[src/rtl/ex_pkg.sv]
// ---------------------------------------------------------------------------
// ex_pkg : shared constants and types for the execute stage
// Rev 1.0 : initial release
// ---------------------------------------------------------------------------
`default_nettype none

package ex_pkg;

  localparam logic [2:0] ALU_ADD = 3'b000;
  localparam logic [2:0] ALU_SUB = 3'b001;
  localparam logic [2:0] ALU_AND = 3'b010;
  localparam logic [2:0] ALU_OR  = 3'b011;
  localparam logic [2:0] ALU_SLT = 3'b101;

  localparam logic [1:0] FWD_REG = 2'b00;
  localparam logic [1:0] FWD_WB  = 2'b01;
  localparam logic [1:0] FWD_MEM = 2'b10;

  typedef enum logic [1:0] {
    IDLE = 2'd0,
    BUSY = 2'd1,
    DONE = 2'd2
  } mul_state_t;

endpackage : ex_pkg

`default_nettype wire

[src/rtl/ex_mul_iter.sv]
// ---------------------------------------------------------------------------
// mul_iter : 32-cycle shift-add multiplier (low 32 bits of the product)
// Rev 1.0 : initial release
// ---------------------------------------------------------------------------
`default_nettype none

module mul_iter
  import ex_pkg::*;
(
  input  logic        clk,
  input  logic        reset_n,
  input  logic        start,
  input  logic [31:0] a,
  input  logic [31:0] b,
  output logic        busy,
  output logic        done,
  output logic [31:0] product
);

  mul_state_t  r_state;
  mul_state_t  w_next;
  logic [4:0]  r_count;
  logic [31:0] r_mcand;
  logic [31:0] r_mplier;
  logic [31:0] r_acc;

  always_ff @(posedge clk or negedge reset_n) begin
    if (!reset_n) begin
      r_state <= IDLE;
    end else begin
      r_state <= w_next;
    end
  end

  always_comb begin
    w_next = r_state;
    busy   = 1'b0;
    done   = 1'b0;
    case (r_state)
      IDLE: begin
        busy = start;
        if (start) w_next = BUSY;
      end
      BUSY: begin
        busy = 1'b1;
        if (r_count == 5'd31) w_next = DONE;
      end
      DONE: begin
        done   = 1'b1;
        w_next = IDLE;
      end
      default: w_next = IDLE;
    endcase
  end

  // Operands are captured only on the IDLE->BUSY transition.
  always_ff @(posedge clk or negedge reset_n) begin
    if (!reset_n) begin
      r_count  <= 5'd0;
      r_mcand  <= 32'd0;
      r_mplier <= 32'd0;
      r_acc    <= 32'd0;
    end else begin
      case (r_state)
        IDLE: begin
          if (start) begin
            r_mcand  <= a;
            r_mplier <= b;
            r_acc    <= 32'd0;
            r_count  <= 5'd0;
          end
        end
        BUSY: begin
          if (r_mplier[0]) r_acc <= r_acc + r_mcand;
          r_mcand  <= r_mcand << 1;
          r_mplier <= r_mplier >> 1;
          r_count  <= r_count + 5'd1;
        end
        default: ;
      endcase
    end
  end

  assign product = r_acc;

endmodule : mul_iter

`default_nettype wire

[src/rtl/ex_stage.sv]
// ---------------------------------------------------------------------------
// ex_stage : RV32 execute stage + EX/MEM register; EX_MUL_EN adds iterative MUL
// Rev 1.0 : initial release
// ---------------------------------------------------------------------------
`default_nettype none

module ex_stage
  import ex_pkg::*;
(
  input  logic        clk,
  input  logic        reset_n,
  input  logic [31:0] pc_e,
  input  logic [31:0] rd1_e,
  input  logic [31:0] rd2_e,
  input  logic [31:0] immext_e,
  input  logic [4:0]  rd_e,
  input  logic [2:0]  alucontrol_e,
  input  logic        alusrc_e,
  input  logic        regwrite_e,
  input  logic        memwrite_e,
  input  logic [1:0]  resultsrc_e,
  input  logic        mul_e,
  input  logic [1:0]  forwarda_e,
  input  logic [1:0]  forwardb_e,
  input  logic [31:0] result_w,
  output logic        stall_e,
  output logic        zero_e,
  output logic [31:0] aluresult_m,
  output logic [31:0] writedata_m,
  output logic [31:0] pc_m,
  output logic [4:0]  rd_m,
  output logic        regwrite_m,
  output logic        memwrite_m,
  output logic [1:0]  resultsrc_m
);

  logic [31:0] w_srca;
  logic [31:0] w_fwdb;
  logic [31:0] w_srcb;
  logic [31:0] w_alu;
  logic        w_stall;
  logic        w_done;
  logic [31:0] w_product;

  always_comb begin
    case (forwarda_e)
      FWD_WB:  w_srca = result_w;
      FWD_MEM: w_srca = aluresult_m;
      default: w_srca = rd1_e;
    endcase
    case (forwardb_e)
      FWD_WB:  w_fwdb = result_w;
      FWD_MEM: w_fwdb = aluresult_m;
      default: w_fwdb = rd2_e;
    endcase
  end

  assign w_srcb = alusrc_e ? immext_e : w_fwdb;

  always_comb begin
    case (alucontrol_e)
      ALU_ADD: w_alu = w_srca + w_srcb;
      ALU_SUB: w_alu = w_srca - w_srcb;
      ALU_AND: w_alu = w_srca & w_srcb;
      ALU_OR:  w_alu = w_srca | w_srcb;
      ALU_SLT: w_alu = {31'd0, $signed(w_srca) < $signed(w_srcb)};
      default: w_alu = 32'd0;
    endcase
  end

  assign zero_e = (w_alu == 32'd0);

`ifdef EX_MUL_EN
  mul_iter u_mul (
    .clk     (clk),
    .reset_n (reset_n),
    .start   (mul_e),
    .a       (w_srca),
    .b       (w_srcb),
    .busy    (w_stall),
    .done    (w_done),
    .product (w_product)
  );
`else
  logic w_unused;
  assign w_unused  = mul_e;
  assign w_stall   = 1'b0;
  assign w_done    = 1'b0;
  assign w_product = 32'd0;
`endif

  assign stall_e = w_stall;

  // A stalled cycle loads an all-zero bubble toward MEM.
  always_ff @(posedge clk or negedge reset_n) begin
    if (!reset_n) begin
      aluresult_m <= 32'd0;
      writedata_m <= 32'd0;
      pc_m        <= 32'd0;
      rd_m        <= 5'd0;
      regwrite_m  <= 1'b0;
      memwrite_m  <= 1'b0;
      resultsrc_m <= 2'd0;
    end else if (w_stall) begin
      aluresult_m <= 32'd0;
      writedata_m <= 32'd0;
      pc_m        <= 32'd0;
      rd_m        <= 5'd0;
      regwrite_m  <= 1'b0;
      memwrite_m  <= 1'b0;
      resultsrc_m <= 2'd0;
    end else begin
      aluresult_m <= w_done ? w_product : w_alu;
      writedata_m <= w_fwdb;
      pc_m        <= pc_e;
      rd_m        <= rd_e;
      regwrite_m  <= regwrite_e;
      memwrite_m  <= memwrite_e;
      resultsrc_m <= resultsrc_e;
    end
  end

endmodule : ex_stage

`default_nettype wire
[config.mk]
export PLATFORM = sky130hd
export DESIGN_NAME = ex_stage
export DESIGN_NICKNAME = d
export VERILOG_FILES = /design/src/rtl/ex_pkg.sv /design/src/rtl/ex_mul_iter.sv /design/src/rtl/ex_stage.sv
export SDC_FILE = /design/constraint.sdc
export NUM_CORES = 1
export LEC_CHECK = 0
export ABC_AREA = 1
export BUFFER_PORTS_ARGS = -buffer_cell sky130_fd_sc_hd__buf_4
export CORE_MARGIN = 2
export CORE_UTILIZATION = 39
export CTS_CLUSTER_DIAMETER = 50
export CTS_CLUSTER_SIZE = 14
export DETAILED_ROUTE_END_ITERATION = 10
export HOLD_SLACK_MARGIN = 0.08
export PLACE_DENSITY_LB_ADDON = 0.12
export SETUP_SLACK_MARGIN = 0.2
export SYNTH_ARGS = -nofsm -noshare
export SYNTH_HDL_FRONTEND = slang
export SYNTH_HIERARCHICAL = 1
export SYNTH_SLANG_ARGS = --single-unit
[constraint.sdc]
create_clock -name clk -period 4.46 [get_ports clk]
set_input_delay 0.892 -clock clk [delete_from_list [all_inputs] [get_ports clk]]
set_output_delay 0.892 -clock clk [all_outputs]
set_load 0.05 [all_outputs]
Yosys cells after proc, flatten, opt, wreduce, memory -nomap -nowiden:

Index checks and enable logic that the tools add are counted.

* input port bits: 180
* logic and storage cells: 26
* bits in registers: 105
* output and inout bits: 107

* reductions and logical operators: 2
* muxes and demuxes: 4
* bitwise gates (word level): 2
* equality and inequality tests: 8
* order comparisons: 1
* $add $sub $neg: 2

Operators by type and width (number)
* case mux 32 bit (5 select lines): 1
* case mux 32 bit (2 select lines): 2
* adder 32 bit: 1
* bitwise AND 32 bit: 1
* zero test 32 bit: 1
* less-than comparator 32 bit: 1
* 2-to-1 mux 32 bit: 1
* bitwise OR 32 bit: 1
* subtractor 32 bit: 1
* == test 3 x 2 -> 1 bit (second input constant): 2
* == test 2 x 1 -> 1 bit (second input constant): 2
* == test 2 bit (second input constant): 2
* == test 3 x 1 -> 1 bit (second input constant): 1
* == test 3 bit (second input constant): 1
* zero test 3 bit: 1

Depth between registers and ports, before layout:

Gate-level depths: netlist (run 1).

* depth in word-level cells: 6
* gate-level depth with buffers: 27
* depth with buffers taken out: 26

Worst setup path after synthesis (run 1):

No wires, ideal clock.

* path kind: input -> output
* start point: input port forwardb_e[0]
* end point: output port zero_e
* data required time: 3568 ps
* arrival time: 4432 ps
* slack: -864 ps
* buffers on the path: 2
* stages: 26
* cell sequence: inv_1 -> ha_1 -> clkbuf_1 -> clkbuf_1 -> a221o_1 -> o21ai_0 -> o21ai_1 -> ha_1 -> fa_1 -> nand2_1 -> inv_1 -> nand2_1 -> nand2_1 -> nand2_1 -> nand2_2 -> nand2_1 -> nand2_1 -> nand2_1 -> nand3_1 -> nand2_1 -> nor2_1 -> nor2_1 -> nand2_1 -> nor2_1 -> nand2_1 -> nor2_1

* word-level cells in the longest chain between the ends: 6
* elaborated cells on any way between the ends: 11
* those cells by class: add/sub (2); order compare (1); eq/ne (2); mux (3); bitwise (2); reduce/logical (1)

RTL lines
* start, declared: line ex_stage.sv:24 `input logic [1:0] forwardb_e,`
* == test 2 bit / == test 2 x 1 -> 1 bit (equally long branches): line ex_stage.sv:51 `case (forwardb_e)`
* case mux 32 bit (2 select lines) (*): line ex_stage.sv:51
* 2-to-1 mux 32 bit (*): line ex_stage.sv:58 `assign w_srcb = alusrc_e ? immext_e : w_fwdb;`
* subtractor 32 bit (tied with other cells): line ex_stage.sv:63 `ALU_SUB: w_alu = w_srca - w_srcb;`
* case mux 32 bit (5 select lines) (*): line ex_stage.sv:61 `case (alucontrol_e)`
* zero test 32 bit (*): line ex_stage.sv:71 `assign zero_e = (w_alu == 32'd0);`
* end, declared: line ex_stage.sv:27 `output logic zero_e,`

Every way passes the cells marked *; elsewhere a longest branch is shown, timed or not.

Worst setup path after layout (run 1):

Ends and elaborated chain as after synthesis.

==> results.yml, run 1 <==
logic_synthesis:
  ys_types: 39
  yosys.cell_count.top_type: "nand2_1"
  netlist_area_um2: 10900
  synth_area_leaders: "dfrtp_1 (24%), nand2_1 (15%), ha_1 (12%)"
  synth_top_area_share: 0.242
  yosysTopAreaCell: "dfrtp_1"
  synth_warnings: 6
  syn_avg_cell_area_um2: 6.30
  synth_cells: 1726
  synthArstFlopShare: 1.00
  seq_area_frac_synth: 0.242
  synth_seq_cells: 105
  syn-num-nets: 2013
  synthTopCellsByCount: "nand2_1 (445), inv_1 (346), nor2_1 (155)"
  yosys_most_used_dff: "dfrtp_1"
  synth_edf_count: 0
worst_setup_path:
  slowest_stage: "ha_4"
  path_delay_family: "simple AND/OR/NAND/NOR gates"
  max_stage_delay_ns: 0.39
  path_buf_inv: 7
  worstPathRequired_ns: 3.57
  arrival_ns: 4.27
  crit_fanout: 17
  start_kind: "primary input"
  end_kind: "output pin"
  crit_top_cell: "nand2_2"
  path_cells: "buf_8 -> inv_6 -> ha_4 -> clkinv_8 -> buf_12 -> o21ai_0 -> o21ai_2 -> ha_4 -> inv_1 -> a21oi_2 -> nand2_2 -> a21oi_4 -> nand2_4 -> nand2_2 -> buf_4 -> nand3_1 -> nand3_2 -> nand2_2 -> nor2_4 -> nand2_1 -> nor2_1 -> nand2_1 -> nor2_4 -> buf_8"
  path_class: "primary input to output pin"
routing:
  drtAntennaViolNets: 0
  route.met3.wl_mm: 4.79
  wl_met2_mm: 24.5
  top_layer: "met4"
  wl_met1_mm: 22.8
  dr.pass1.iters: 7
  drtIter0Drc: 1310
  vias: 14200
  drt-total-wl_mm: 53.7
  avgViaCountPerCell: 5.11
  drc_errors: 0
  wire_per_inst_um: 19.3
run_status:
  violations: "negative setup slack"
  outcome: "finished, violations left"
clocking:
  ctsHoldBuffers: 0
  cts_buffers: 9
  clkTransAtPathRegs_ns: 0.08
  tritoncts: "built"
  worstSkewPairLatency_ns: 0.35
  cts-htree-levels: 3
  cts_sinks: 105
  cts.path.max_buffers: 2
  cts-root-buf: "clkbuf_16"
final_layout:
  diodes: 0
  utilization: 0.681
  area_delta_synth_final_pct: 73.1
  nFillCells: 2500
  nets: 2691
  final_layout_size_suffix_gt1_frac: 0.473
grt:
  antenna_found_initial: 0
  grt.overflow.total: 0
  grt_pass1_vias: 13500
  grt_pass1_wl_mm: 76.2
  grt_max_degree: 77
  track_usage: 0.348
sta:
  fmax_mhz: 194
  setup-tns-final_ns: -0.702
  finClkSkew_ns: 0.00762
  setup_viol: 1
  fin_crit_ns: 5.16
  drv_slew: 0
  worst_slew_pin_slew_ns: 0.975
  hold_viol: 0
  fin_crit_sh: 1.16
  relSlewSlack: 0.350
  rsz0062_at_grt: "true"
  finalWorstSetupSlack_ns: -0.702
die:
  rows: 61
  start_util: 0.394
  coreArea_um2: 27600
  die_w_um: 171
  die_area_um2: 29200
  die_height_um: 171
  io_pins: 287
power:
  power.density_nw_per_um2: 340
  max-vdd-ir-drop_v: 0.000191
  leakagePower_nw: 10.2
place:
  port_buffers: 284
  gp_congestion: 1.02
  hpwl_mm: 43.7
  pre_cts_slack_ns: -1.34
run:
  maxCapViolCount: 0
hold_path:
  min_path_type: "primary input to flop"
[worst paths after layout]
check / start / endpoint / slack (ns) / cells after the start
hold reg to reg: aluresult_m[29] / writedata_m[29] / 0.77 / 3
setup / recovery: forwardb_e[0] / zero_e / -0.70 / 24
hold / removal: pc_e[24] / pc_m[24] / 0.64 / 1
max in group asynchronous: reset_n / aluresult_m[15] / 2.93 / 2
min in group asynchronous: reset_n / aluresult_m[23] / 0.68 / 1
setup reg to reg: aluresult_m[0] / aluresult_m[16] / 1.09 / 23
[flip-flops by register name (all words and copies together), names as in the netlist]
register     cells
rd_m             5
regwrite_m       1
memwrite_m       1
aluresult_m     32
pc_m            32
writedata_m     32
resultsrc_m      2
[per-layer routing]
metal  vias up  track usage
met2       613        0.566
met5         -            0
met3        86       0.0752
li1       6809            -
met4         0        0.112
met1      6734        0.459
[worst register-to-register path: stages, from the launching register on]
cell and delay, ns:
dfrtp_1 0.41, buf_4 0.15, a221o_1 0.37, o21ai_4 0.09, inv_1 0.10, ha_4 0.17
fa_2 0.39, nand2_2 0.09, inv_1 0.06, nand2_2 0.09, nand2_4 0.08, nand2_2 0.09
nand2_4 0.07, nand2_2 0.07, a21oi_1 0.07, nor2_1 0.15, nor2_2 0.07, buf_4 0.13
buf_4 0.12, buf_4 0.12, buf_4 0.12, buf_4 0.12, buf_4 0.12, inv_1 0.04
[stage by stage]
stage,cell area (um2),hold slack (ns),power [W],instances
final,18800,0.640,0.00641,2787
after global routing,18800,0.629,0.00677,2787
after CTS,17600,0.635,0.00592,2748
after detailed placement,16300,0.763,0.00480,2709
after global placement,16300,0.729,0.00478,2709
after floorplan,11000,0.596,0.00305,1726
[cell usage in the layout (no fill, tap or decap), drive strengths merged, types with 6 or more instances in the layout]
master,synthesis,final
o22ai,20,20
a221o,60,60
clkinv,3,6
nor2,170,170
nand4,15,15
o21bai,8,8
nand3,125,125
inv,356,359
nand2,465,465
dfrtp,105,105
a21oi,63,63
o21ai,127,127
nor3,16,16
ha,105,105
buf,32,733
clkbuf,37,12
nand3b,8,8
[kinds of logic (layout without fill, tap and decap cells)]
group | Yosys count | after routing | synth area share
xor+xnor | 1 | 1 | 0.000805
other cells | 1 | 1 | 0.000345
fa+ha+maj | 107 | 107 | 0.124
buf+inv | 428 | 1111 | 0.154
compound gates | 281 | 281 | 0.166
simple gates | 803 | 803 | 0.313
flops | 105 | 105 | 0.242
[timing repair]
item / in CTS / in global routing
setup endpoints to repair: 1 / 1
hold endpoints to repair: 0 / 0
pin swaps: 46 / 112
gates resized for setup: 238 / 263
gates cloned: 1 / 2
buffers inserted: 22 / 37
[power breakdown]
group / switching (W) / internal [W]
sequential: 0.0000740 / 0.00106
combinational: 0.00258 / 0.00191
clock: 0.000391 / 0.000394
[final cells by class]
class / instances / area, um2 / share of cell area
repair buffers: 736 / 5820 / 0.309
clock inverters: 6 / 57.6 / 0.00306
clock buffers: 10 / 229 / 0.0122
multi-input cells: 1193 / 8260 / 0.439
inverters: 359 / 1370 / 0.0725
well taps: 378 / 473 / 0.0251
flip-flops and latches: 105 / 2630 / 0.140
(Power assumes the default switching activity.)
==> inputs of run 2 (changes only) <==
REMOVE_ABC_BUFFERS = 1   (was unset)
==> run 2 against run 1 <==
The run still ends with negative setup slack left. Sequential share of layout area fell by 0.22 points. Routed wire length rose by 2.2%. Clock power rose by 19%. Non-clock buffer count rose by 21. Fmax fell by 6.7%. Highest routed layer unchanged.
==> results.yml, run 2 (synthesis results as in run 1) <==
run_status:
  outcome: "finished, violations left"
  violations: "negative setup slack"
place:
  port_buffers: 284
  pre_cts_slack_ns: -1.22
  hpwl_mm: 39.3
  gp_congestion: 0.968
  dpl_cell_area_um2: 16100
clocking:
  cts-root-buf: "clkbuf_16"
  cts_sinks: 105
  ctsHoldBuffers: 0
  cts.path.max_buffers: 2
  tritoncts: "built"
  worstSkewPairLatency_ns: 0.39
  clkTransAtPathRegs_ns: 0.10
  cts_buffers: 9
  cts-htree-levels: 3
grt:
  antenna_found_initial: 2
  grt_pass1_vias: 13900
  grt_max_degree: 48
  track_usage: 0.353
  grt.overflow.total: 0
  grt_pass1_wl_mm: 78.1
final_layout:
  nFillCells: 2404
  final_layout_size_suffix_gt1_frac: 0.471
  final-seq-area_um2: 2630
  area_delta_synth_final_pct: 75.8
  mostFrequentLayoutCells: "buf_4 (684), nand2_1 (380), inv_1 (320), dfrtp_1 (105), nand3_1 (94)"
  layout_commonest_cell: "buf_4"
  top_regs: "aluresult_m (32), pc_m (32), writedata_m (32)"
  nets: 2712
  design_area_um2: 19100
  multi_input_area_um2: 8120
power:
  seqPwrFrac: 0.169
  p_int_w: 0.00350
  max-vdd-ir-drop_v: 0.000187
  clock_power_share: 0.140
  power.switching_w: 0.00315
  p_comb_frac: 0.691
  power.density_nw_per_um2: 348
  leakagePower_nw: 10.3
  swShare: 0.474
sta:
  whs_ns: 0.492
  hold_viol: 0
  finClkSkew_ns: 0.0257
  worst_slew_pin_slew_ns: 0.648
  drv_slew: 0
  fin_crit_ns: 5.53
  rsz0062_at_grt: "true"
  setup_viol: 2
  fmax_mhz: 181
  relSlewSlack: 0.568
  fin_crit_sh: 1.24
  finalWorstSetupSlack_ns: -1.07
routing:
  wire_per_inst_um: 19.5
  drtAntennaViolNets: 0
  drc_errors: 0
  vias: 14700
  drt-total-wl_mm: 54.8
  drtIter0Drc: 1209
  dr.pass1.iters: 6
  avgViaCountPerCell: 5.22
worst_setup_path:
  end_kind: "output pin"
  path_delay_family: "simple AND/OR/NAND/NOR gates"
  path_class: "primary input to output pin"
  worst-r2r-setup-slack_ns: 0.13
  path_buf_inv: 8
  crit_fanout: 6
  max_stage_delay_ns: 0.40
  slowest_stage: "ha_4"
  worstPathRequired_ns: 3.57
  arrival_ns: 4.64
  start_kind: "primary input"
die:
  die_area_um2: 29200
  rows: 61
  die_height_um: 171
  io_pins: 287
  coreArea_um2: 27600
  start_util: 0.394
  die_w_um: 171
hold_path:
  min_path_type: "primary input to asynchronous set/reset pin"
run:
  maxCapViolCount: 0
## run 2: cell types whose count changed in the layout (fill, tap and decap cells not counted), sizes merged
cell	change
buf	+23
bufinv	+1
clkbuf	-3
clkinv	-1
clkinvlp	+1
diode	+1
## run 2: final cells by class
cell class / count / area share
Inverter: 359 / 0.0714
Clock inverter: 7 / 0.00458
Sequential cell: 105 / 0.137
Antenna cell: 1 / 0.000131
Timing Repair Buffer: 757 / 0.325
Tap cell: 378 / 0.0247
Clock buffer: 9 / 0.0118
Multi-Input combinational cell: 1193 / 0.425
## run 2: power by group through the flow
stage	Sequential (W)	Combinational [W]	Clock [W]
after floorplan	0.00153	0.00146	0
after detailed placement	0.00114	0.00359	0
after global routing	0.00114	0.00490	0.000956
after global placement	0.00114	0.00356	0
after CTS	0.00112	0.00419	0.000926
final	0.00112	0.00460	0.000932
## run 2: repair_timing
action,CTS,global route
pin swaps,108,89
gates resized for setup,334,189
hold endpoints to repair,0,0
setup endpoints to repair,1,2
buffers inserted,74,22
cloned,7,0
## run 2: worst paths after layout
kind | startpoint | end | cells after the start
worst max-delay path | forwardb_e[0] | zero_e | 27
worst min-delay path | reset_n | aluresult_m[8] | 1
worst max register to register | aluresult_m[1] | writedata_m[1] | 35
worst min register to register | aluresult_m[13] | writedata_m[13] | 2
max in group asynchronous | reset_n | pc_m[13] | 2
min in group clk | pc_e[17] | pc_m[17] | 1
## run 2: per-layer routing
metal / track usage / up-vias / part of all wire
met5: 0 / - / 0
met4: 0.120 / 0 / 0.039
met3: 0.0444 / 168 / 0.082
met2: 0.580 / 715 / 0.45
met1: 0.477 / 6934 / 0.42
li1: - / 6859 / -
## run 2: metrics by stage
step                cells  TNS [ns]   util  power (W)
floorplan            1657     -1.47      -    0.00299
global placement     2689     -1.28  0.583    0.00470
detailed placement   2689     -1.22  0.583    0.00473
CTS                  2786     -1.44  0.664    0.00623
global route         2808     -1.80  0.692    0.00699
finish               2809     -1.65  0.692    0.00665
==> inputs of run 3 (changes only) <==
ABC_AREA = unset   (was 1)
==> run 3 against run 2 <==
Critical endpoint unchanged. Power is 17% lower. Combinational power fell by 23%. Sequential power is essentially flat. The flow still finishes with violations (negative setup slack). Fmax fell by 17%. Sequential share of layout area up 1.5 points. Clock skew down 0.0036 ns. Clock power shrank 2.3%. First-iteration DRC count is 31% lower. Worst hold slack worse by 0.031 ns. Clock-buffer cell count unchanged. Via count is 16% lower.
==> results.yml, run 3 <==
sta:
  hold_viol: 0
  setup-tns-final_ns: -2.76
  drv_slew: 0
  fmax_mhz: 150
  relSlewSlack: 0.351
  fin_crit_sh: 1.50
  worst_slew_pin_slew_ns: 0.961
  fin_crit_ns: 6.69
  rsz0062_at_grt: "true"
  finalWorstSetupSlack_ns: -2.23
  setup_viol: 4
  finClkSkew_ns: 0.0221
die:
  rows: 57
  die_height_um: 162
  io_pins: 287
  die_w_um: 162
  die_area_um2: 26300
  coreArea_um2: 24500
  start_util: 0.398
worst_setup_path:
  worstPathRequired_ns: 3.57
  start_kind: "primary input"
  path_class: "primary input to output pin"
  crit_fanout: 6
  end_kind: "output pin"
  arrival_ns: 5.79
logic_synthesis:
  yosysTopAreaCell: "dfrtp_1"
  ys_types: 87
  synthTopCellsByCount: "inv_1 (133), nand2_1 (133), o21ai_0 (108)"
  yosys_most_used_dff: "dfrtp_1"
  synthArstFlopShare: 1.00
  synth_warnings: 6
  netlist_area_um2: 9750
  synth_edf_count: 0
  synth_top_area_share: 0.270
  syn_avg_cell_area_um2: 7.73
  synth_area_leaders: "dfrtp_1 (27%), ha_1 (13%), o21ai_0 (5.5%)"
  synth_seq_cells: 105
  seq_area_frac_synth: 0.270
  synth_cells: 1260
grt:
  track_usage: 0.314
  grt_pass1_vias: 12100
  antenna_found_initial: 1
  grt_max_degree: 42
  grt.overflow.total: 0
  grt_pass1_wl_mm: 65.2
place:
  hpwl_mm: 33.5
  port_buffers: 284
  dp.cells: 2229
  gp_congestion: 1.01
clocking:
  cts_buffers: 9
  ctsHoldBuffers: 0
  cts.path.max_buffers: 2
  cts-htree-levels: 3
  cts-root-buf: "clkbuf_16"
  tritoncts: "built"
  cts_sinks: 105
  worstSkewPairLatency_ns: 0.38
  clkTransAtPathRegs_ns: 0.08
routing:
  wire_per_inst_um: 18.7
  drtAntennaViolNets: 0
  drt-total-wl_mm: 43.0
  drc_errors: 0
  avgViaCountPerCell: 5.38
  drtIter0Drc: 836
  vias: 12400
  dr.pass1.iters: 6
final_layout:
  final-seq-area_um2: 2630
  top_regs: "aluresult_m (32), pc_m (32), writedata_m (32)"
  nets: 2258
  mostFrequentLayoutCells: "buf_4 (742), nand2_1 (129), inv_1 (128), dfrtp_1 (105), ha_1 (83)"
  diodes: 0
  multi_input_area_um2: 7210
  stdcell_count: 2300
  final_layout_size_suffix_gt1_frac: 0.504
  nFillCells: 2045
  area_delta_synth_final_pct: 76.5
  layout_commonest_cell: "buf_4"
run:
  maxCapViolCount: 0
run_status:
  violations: "negative setup slack"
  outcome: "finished, violations left"
power:
  power.density_nw_per_um2: 323
  power_w: 0.00555
  max-vdd-ir-drop_v: 0.000251
  leakagePower_nw: 8.49
hold_path:
  min_path_type: "primary input to asynchronous set/reset pin"
run 3: cell types whose count changed in the layout (fill, tap and decap cells not counted), moves of 26 or more:
cell / delta
nor2_4: -26
nand3_2: -26
inv_1: -192
nand2_1: -251
nand3_1: -84
a22oi_1: +61
a221o_1: -58
nor2_2: -40
buf_4: +58
nand2_2: -69
o21ai_2: -26
a21oi_1: +29
run 3: metal layers:
layer  global-route usage  up-vias  wire length [um]
met1                0.401     5888             18300
met2                0.535      499             20200
met4                0.104        2              1390
met5                    0        -                13
li1                     -     5893                 -
met3               0.0608       86              3050
run 3: final cells by class:
cell class | count | area share
Multi-Input combinational cell | 936 | 0.419
Tap cell | 324 | 0.0236
Clock inverter | 7 | 0.00553
Sequential cell | 105 | 0.153
Inverter | 138 | 0.0308
Timing Repair Buffer | 781 | 0.355
Clock buffer | 9 | 0.0131
run 3: report_power, final:
| group | leakage, nW | internal [W] | switching, W |
|---|---|---|---|
| Clock | 0.157 | 0.000455 | 0.000456 |
| Combinational | 7.04 | 0.00165 | 0.00189 |
| Sequential | 1.29 | 0.00105 | 0.0000474 |
run 3: final timing paths:
| kind | start | to | slack (ns) | cells past startpoint |
|---|---|---|---|---|
| hold / removal | reset_n | aluresult_m[7] | 0.46 | 1 |
| min in group clk | pc_e[20] | pc_m[20] | 0.63 | 1 |
| hold reg to reg | aluresult_m[6] | writedata_m[6] | 0.76 | 5 |
| max in group asynchronous | reset_n | pc_m[2] | 3.11 | 2 |
| setup / recovery | forwardb_e[0] | zero_e | -2.23 | 21 |
| setup reg to reg | aluresult_m[0] | aluresult_m[28] | 0.28 | 22 |
run 3: kinds of logic (layout without fill, tap and decap cells):
kind of cell               count (synthesis)  count (layout)  synth area share
AOI/OAI and AO/OA                        445             445             0.298
and+or+nand+nor                          359             359             0.173
buffers and inverters                    219             935            0.0962
adders and majority gates                107             107             0.139
DFF                                      105             105             0.270
xor gates and xnor gates                  17              17            0.0153
muxes                                      7               7           0.00847
other                                      1               1          0.000385
run 3: stage by stage:
| step | setup slack, ns | hold WS, ns | utilization | instance area [um2] |
|---|---|---|---|---|
| finish | -2.23 | 0.461 | 0.703 | 17200 |
| global route | -2.38 | 0.489 | 0.703 | 17200 |
| CTS | -2.13 | 0.476 | 0.679 | 16600 |
| detailed placement | -2.61 | 0.734 | 0.622 | 15200 |
| global placement | -2.62 | 0.729 | 0.622 | 15200 |
| floorplan | -3.38 | 0.596 | - | 9330 |
run 3: repair_timing:
item                       in CTS  in global routing
gates resized for setup       181                123
pin swaps                      52                 45
cloned                          2                  0
setup endpoints to repair      20                 19
setup buffers                  37                 16
run 3: critical path, stage by stage:
cell and delay (ns):
buf_8 0.09, inv_4 0.03, ha_4 0.31, buf_8 0.14, buf_4 0.13, a21oi_4 0.05, o21a_4 0.22, buf_4 0.15
ha_4 0.24, or2b_1 0.25, a21oi_2 0.18, mux2i_2 0.27, a31oi_2 0.14, a2111oi_2 0.29, or4b_4 0.50, or4_1 0.40
or4b_4 0.52, a211oi_2 0.25, nand4bb_1 0.18, nor4b_4 0.34, buf_6 0.20
